File: config.mk
export PLATFORM = sky130hd
export DESIGN_NAME = bus_cycle_master
export DESIGN_NICKNAME = d
export VERILOG_FILES = /design/src/rtl/bus_cycle_master.sv
export SDC_FILE = /design/constraint.sdc
export NUM_CORES = 1
export LEC_CHECK = 0
export ABC_AREA = 1
export BUFFER_PORTS_ARGS = -buffer_cell sky130_fd_sc_hd__buf_2
export CAP_MARGIN = 20
export CORE_MARGIN = 4
export CORE_UTILIZATION = 35
export DETAILED_ROUTE_END_ITERATION = 12
export PLACE_DENSITY = 0.67
export SYNTH_ARGS = -nofsm -noshare
export SYNTH_HDL_FRONTEND = slang
export SYNTH_SLANG_ARGS = --single-unit
File: constraint.sdc
create_clock -name clk -period 1.6 [get_ports clk]
set_input_delay 0.16 -clock clk [delete_from_list [all_inputs] [get_ports clk]]
set_output_delay 0.16 -clock clk [all_outputs]
set_load 0.02 [all_outputs]
File: src/rtl/bus_cycle_master.sv
// bus_cycle_master: initiator side of a multiplexed 8-bit AD bus using
// 8085-style T-states (T1, T2, TW..., T3, T4).
// A single-beat local request is captured in IDLE and then played out on the bus.
// A wait-state limit aborts the cycle with err if the responder never asserts ready.
module bus_cycle_master #(
   parameter int unsigned MAX_WAIT = 8
) (
   input  logic        clk,
   input  logic        rst,
   input  logic        req,
   output logic        req_rdy,
   input  logic        req_wr,
   input  logic        req_io,
   input  logic [15:0] req_addr,
   input  logic [7:0]  req_wdata,
   output logic [7:0]  rdata,
   output logic        done,
   output logic        err,
   output logic        ale,
   output logic        io_m,
   output logic        rd_n,
   output logic        wr_n,
   output logic [7:0]  a_hi,
   output logic [7:0]  ad_out,
   output logic        ad_oe,
   input  logic [7:0]  ad_in,
   input  logic        ready
);

   // One-hot T-state encoding.
   typedef enum logic [5:0] {
      S_IDLE = 6'b000001,
      S_T1   = 6'b000010,
      S_T2   = 6'b000100,
      S_TW   = 6'b001000,
      S_T3   = 6'b010000,
      S_T4   = 6'b100000
   } state_t;

   // Counter value seen during the last allowed wait state.
   localparam logic [7:0] WAIT_LAST = 8'(MAX_WAIT - 1);

   state_t      state;
   state_t      state_nxt;
   logic        cap_wr;
   logic        cap_io;
   logic [15:0] cap_addr;
   logic [7:0]  cap_wdata;
   logic [7:0]  wait_cnt;
   logic        timeout;

   // State register.
   // NOTE: sequential state uses non-blocking assignments so every flop
   // samples pre-edge values, regardless of the order the blocks are evaluated in.
   always_ff @(posedge clk or posedge rst) begin
      if (rst) state <= S_IDLE;
      else     state <= state_nxt;
   end

   // Next-state logic. ready is only consulted in T2 and TW.
   // NOTE: state_nxt gets a default before the case so no path leaves it
   // unassigned; otherwise a latch would be inferred.
   always_comb begin
      state_nxt = state;
      unique case (state)
         S_IDLE: if (req) state_nxt = S_T1;
         S_T1:   state_nxt = S_T2;
         S_T2:   state_nxt = ready ? S_T3 : S_TW;
         S_TW: begin
            if (ready)                      state_nxt = S_T3;
            else if (wait_cnt == WAIT_LAST) state_nxt = S_T4;
         end
         S_T3:   state_nxt = S_T4;
         S_T4:   state_nxt = S_IDLE;
         default: state_nxt = S_IDLE;
      endcase
   end

   // Request capture, wait counting, timeout flag and read-data register.
   // NOTE: every register here has an explicit reset value, including the
   // capture registers. A reset in the middle of a cycle therefore leaves
   // nothing stale behind.
   always_ff @(posedge clk or posedge rst) begin
      if (rst) begin
         cap_wr    <= 1'b0;
         cap_io    <= 1'b0;
         cap_addr  <= '0;
         cap_wdata <= '0;
         wait_cnt  <= '0;
         timeout   <= 1'b0;
         rdata     <= '0;
      end else begin
         if (state == S_IDLE && req) begin
            cap_wr    <= req_wr;
            cap_io    <= req_io;
            cap_addr  <= req_addr;
            cap_wdata <= req_wdata;
            wait_cnt  <= '0;
         end
         if (state == S_TW) begin
            wait_cnt <= wait_cnt + 8'd1;
            if (!ready && wait_cnt == WAIT_LAST) timeout <= 1'b1;
         end
         if (state == S_T3 && !cap_wr) rdata <= ad_in;
         if (state == S_T4) timeout <= 1'b0;
      end
   end

   // Bus outputs decoded from the state and captured fields only.
   // There is no combinational path from req* to the bus pins.
   always_comb begin
      req_rdy = 1'b0;
      ale     = 1'b0;
      io_m    = 1'b0;
      rd_n    = 1'b1;
      wr_n    = 1'b1;
      a_hi    = '0;
      ad_out  = '0;
      ad_oe   = 1'b0;
      done    = 1'b0;
      err     = 1'b0;
      unique case (state)
         S_IDLE: req_rdy = 1'b1;
         S_T1: begin
            ale    = 1'b1;
            io_m   = cap_io;
            a_hi   = cap_addr[15:8];
            ad_oe  = 1'b1;
            ad_out = cap_addr[7:0];
         end
         S_T2, S_TW, S_T3: begin
            io_m   = cap_io;
            a_hi   = cap_addr[15:8];
            rd_n   = cap_wr;
            wr_n   = ~cap_wr;
            ad_oe  = cap_wr;
            ad_out = cap_wr ? cap_wdata : 8'h00;
         end
         S_T4: begin
            io_m = cap_io;
            a_hi = cap_addr[15:8];
            done = 1'b1;
            err  = timeout;
         end
         default: ;
      endcase
   end

endmodule

# --- Word level (Yosys, flattened, before mapping) ---
# Index checks and enable logic that the tools add are counted.
word_totals:
  romBits: 0
  latch_bits: 0
  inputBits: 38
  elab_cells: 52
  ramBits: 0
  register_bits: 49
  out_inout_bits: 32
  mem_count: 0
classes:
  order_cmp: 0
  muxes: 21
  shift: 0
  n_div: 0
  n_mul: 0
  reduce_logical: 12
  n_bitwise: 1
  n_eq_ne: 9
  n_addsub: 1
ops:
  columns: ["operator", "n"]
  rows:
  - ["$mux W8", 4]
  - ["$pmux W6 S5", 1]
  - ["$mux W6", 3]
  - ["$pmux W8 S2", 1]
  - ["$mux W1", 10]
  - ["$add A8 B1 Y8 const B", 1]
  - ["$eq A8 B3 Y1 const B", 1]
  - ["$eq A6 B1 Y1 const B", 1]
  - ["$eq A6 B2 Y1 const B", 1]
  - ["$eq A6 B3 Y1 const B", 1]
  - ["$eq A6 B4 Y1 const B", 1]
  - ["$eq A6 B5 Y1 const B", 1]
  - ["$eq A6 B6 Y1 const B", 1]
  - ["$reduce_bool A2 Y1", 3]
  - ["$mux W5", 1]
  - ["$reduce_or A5 Y1", 1]
  - ["$reduce_and A2 Y1", 2]
  - ["$logic_and A1 B1 Y1", 3]
  - ["$ne A3 B2 Y1 const B", 1]
  - ["$reduce_or A3 Y1", 1]
  - ["$logic_not A1 Y1", 2]
  - ["$ne A2 B2 Y1 const B", 1]
  - ["$pmux W1 S2", 1]
  - ["$not A1 Y1", 1]

# --- Logic depth before layout (Yosys ltp) ---
depth:
  word_depth: 5
  mapped_depth: 8
  ltp_nobuf: 8

# --- Least setup slack after synthesis ---
# OpenSTA, ideal clock, no wires.
synth_path:
  path_kind: "register to output"
  startpoint: "register state[1]"
  endpoint: "output port ad_oe"
  path_slack_ns: 0.103
  stages_incl_launch_ff: 7
  t_required_ns: 1.440
  arrival_time_ns: 1.337
  path_buffers: 1
  cell_sequence: "dfrtp_1 > nor2_2 > nand3_2 > buf_4 > nand3_4 > nand2_1 > nand2_1"
synth_via:
  elab_chain_len: 3
  word_cells_on_any_way: 6
  classes_between: "4 x eq/ne; 1 x mux; 1 x reduce/logical"
synth_lines:
  columns: ["item", "line", "text"]
  rows:
  - ["from (decl)", "43", "state_t state;"]
  - ["from (signal assigned)", "57", "else state <= state_nxt;"]
  - ["$eq A6 B4 Y1, or another cell as far along", "122", "unique case (state)"]
  - ["$reduce_or A3 Y1", "122", null]
  - ["$pmux W1 S2 *", "122", null]
  - ["to (decl)", "25", "output logic ad_oe,"]
# Every way passes the cells marked *; elsewhere a longest branch is shown, timed or not.

# --- Worst setup path in the final report ---
layout_path:
  startpoint: "register state[5]"
  endpoint: "output port a_hi[2]"
layout_via:
  elab_chain_len: 3
  word_cells_on_any_way: 7
  classes_between: "5 x eq/ne; 1 x mux; 1 x reduce/logical"
layout_lines:
  columns: ["item", "line", "text"]
  rows:
  - ["$eq A6 B4 Y1, or another cell as far along", "122", null]
  - ["$reduce_or A5 Y1 (no source line) *", null, null]
  - ["$mux W8 *", "122", null]
  - ["to (decl)", "23", "output logic [7:0] a_hi,"]
# Marks and branches as above.

==> flow_summary.toml <==
[logic_synthesis]
ys_types = 28
synth-seq-area-share_pct = 51.7
synthCells = 303
synth-edff-count = 0
avgSynthCellArea_um2 = 7.83
synthFlopType = "dfrtp_1"
synth_fp_nets = 342
synth_seq_cells = 49
synth.cell_area_um2 = 2370
yosys_warnings = 0
synth-async-reset-ratio_pct = 100

[critical_path]
end_kind = "primary output"
startpoint = "state[5]"
reg2reg_from = "state[5]"
critPathKind = "register to primary output"
required_ns = 1.44
reg2reg_to = "cap_wr"
critPathCapture = "a_hi[2]"
critPathLaunchType = "register"
reg2reg_setup_slack_ns = -0.01
arrival_ns = 1.67
path_max_fanout = 5
ff2ff_path_depth = 7

[layout]
final_cells = 463
final_cell_mix = "112 x nand2_1, 57 x buf_2, 48 x dfrtp_1"
syn2layout_area_growth_pct = 36.4
final_core_util_pct = 50.1
fin_nets = 424
fill_cells = 630
final_cell_area_um2 = 3240
final_common_cell = "nand2_1"
diodes = 0
drive_above_1_share_pct = 32.4

[power]
total_leakage_power_nw = 1.69
swShare_pct = 41.6
pwr-share-clk_pct = 15.7
ir_worst_vdd_uv = 703
seqPwrFrac_pct = 40.7
power.density_nw_per_um2 = 1500
combPwrFrac_pct = 43.6
power.switching_mw = 2.02
total_power_mw = 4.85
p_int_mw = 2.83

[detailed_routing]
met2_length_mm = 2.79
drtIter0Drc = 118
avgRoutedWirePerCell_um = 13.0
maxUsedRoutingLayer = "met4"
dr.pass1.iters = 4
vias_per_cell = 4.81
drt-total-wl_mm = 6.00
dr_total_vias = 2226
wl_met1_mm = 2.77
drc = 0
final_antenna_net_count = 0
wl_met3_um = 340

[clock_network]
h-tree-depth = 2
root_buffer = "clkbuf_8"
numCtsBuffers = 5
clk-insertion-delay-late_ns = 0.31
clk_pin_slew_worst_paths_ns = 0.10
clkSinkCount = 49
cts_buffer_depth = 2
cts_tree = "yes"

[floorplanning]
rows = 29
die_h_um = 90.4
floorplan.die_area_um2 = 8160
die_x_um = 90.4
core_um2 = 6460
start_util_pct = 36.7
ios = 70

[sta]
timing.final.ws_setup_ns = -0.229
fmax_ghz = 0.547
period_needed_ns = 1.83
tightest_slew_ns = 0.680
rsz0062_at_grt = "true"
max_slew_margin_pct = 54.7
setup_violations = 27
min_period_over_period_pct = 114
hold_violations = 0
skew_ns = 0.0129
maxSlewViolCount = 0

[place]
dp_cells = 446
post-place-ws_ns = 0.00459
gp_routability_congestion = 0.862
port-buffer-count = 69
dpl-instance-area_um2 = 2840
dp.final_hpwl_mm = 3.97

[status]
violations = "setup timing"
outcome = "finished, violations left"

[global_route]
grt_first_pass_wirelength_mm = 9.54
grt_usage_pct = 14.2
grt_pass1_vias = 2137
antenna_found_initial = 0
grt_overflow_total = 0
grt_max_degree = 38

[job]
cap_violations = 0

[worst_hold_path]
hold_path_class = "input pin to register"
power by group through the flow:
stage	logic [mW]	registers [mW]	clock network [mW]
2_1_floorplan	1.15	1.97	0
3_3_place_gp	1.63	1.97	0
3_5_place_dp	1.67	1.99	0
4_1_cts	1.89	1.98	0.783
5_1_grt	2.35	2.03	0.825
6_report	2.12	1.98	0.759
through the flow:
stage	hold WS, ns	setup TNS (ns)
floorplan	0.270	0
global placement	0.175	0
detailed placement	0.180	0
CTS	0.0251	-3.97
global route	0.0322	-9.00
finish	0.0328	-3.93
worst max-delay path, stage by stage (launching register included):
cell and delay [ns]:
dfrtp_1 0.43, nor2_4 0.25, nand2_2 0.11, a21oi_4 0.20, nor2_4 0.09, a21oi_2 0.13
buf_4 0.15
sequential cells by signal, summed over array words and instances (netlist names):
signal	flops
cap_wr	1
wait_cnt	8
state	6
rdata	8
timeout	1
cap_addr	16
cap_io	1
cap_wdata	8
Yosys cell counts, types with 3 or more instances:
cell | instances | area [um^2]
nor2_1 | 15 | 56.3
buf_4 | 4 | 30.0
o21ai_1 | 10 | 50.1
a21oi_1 | 12 | 60.1
nand2_1 | 115 | 432
dfrtp_1 | 48 | 1200
o21ai_0 | 16 | 80.1
nor2_2 | 3 | 18.8
buf_2 | 3 | 15.0
nand3_1 | 24 | 120
inv_1 | 32 | 120
final cells by class:
class | instances | area, um^2 | area share [%]
Sequential cell | 49 | 1230 | 37.9
Multi-Input combinational cell | 211 | 1100 | 33.9
Timing Repair Buffer | 83 | 586 | 18.1
Inverter | 35 | 138 | 4.25
Tap cell | 77 | 96.3 | 2.98
Clock buffer | 5 | 68.8 | 2.13
Clock inverter | 3 | 25.0 | 0.773
logic make-up (layout without fill, tap and decap cells):
kind of cell / Yosys count / in the layout / share of synthesized area (%)
and+or+nand+nor: 166 / 168 / 30.3
DFF: 49 / 49 / 51.7
adders and majority gates: 1 / 1 / 0.527
buffers and inverters: 45 / 126 / 8.22
AOI/OAI and AO/OA: 42 / 42 / 9.28
routing by layer:
| metal | up-vias | track usage, % |
|---|---|---|
| met5 | - | 0 |
| li1 | 1116 | - |
| met4 | 0 | 4.85 |
| met3 | 6 | 3.83 |
| met1 | 1038 | 17.7 |
| met2 | 66 | 23.6 |
how the worst min path moves through the flow:
stage,start,end,slack (ns),cells after the start
after global routing,req_wdata[6],cap_wdata[6],0.03,3
after detailed placement,rst,cap_addr[14],0.18,2
after CTS,req_addr[5],cap_addr[5],0.03,3
after floorplan,req_addr[0],cap_addr[0],0.27,2
after global placement,rst,cap_addr[14],0.18,2
final,req_addr[5],cap_addr[5],0.03,3
repair_timing:
action | in CTS | in global routing
endpoints found under the hold margin | 16 | 0
pin swaps | 7 | 3
endpoints found under the setup margin | 23 | 65
hold buffers | 1 | 0
resized for setup | 38 | 14
setup buffers | 2 | 1
cloned | 2 | 3
(Power assumes the default switching activity.)
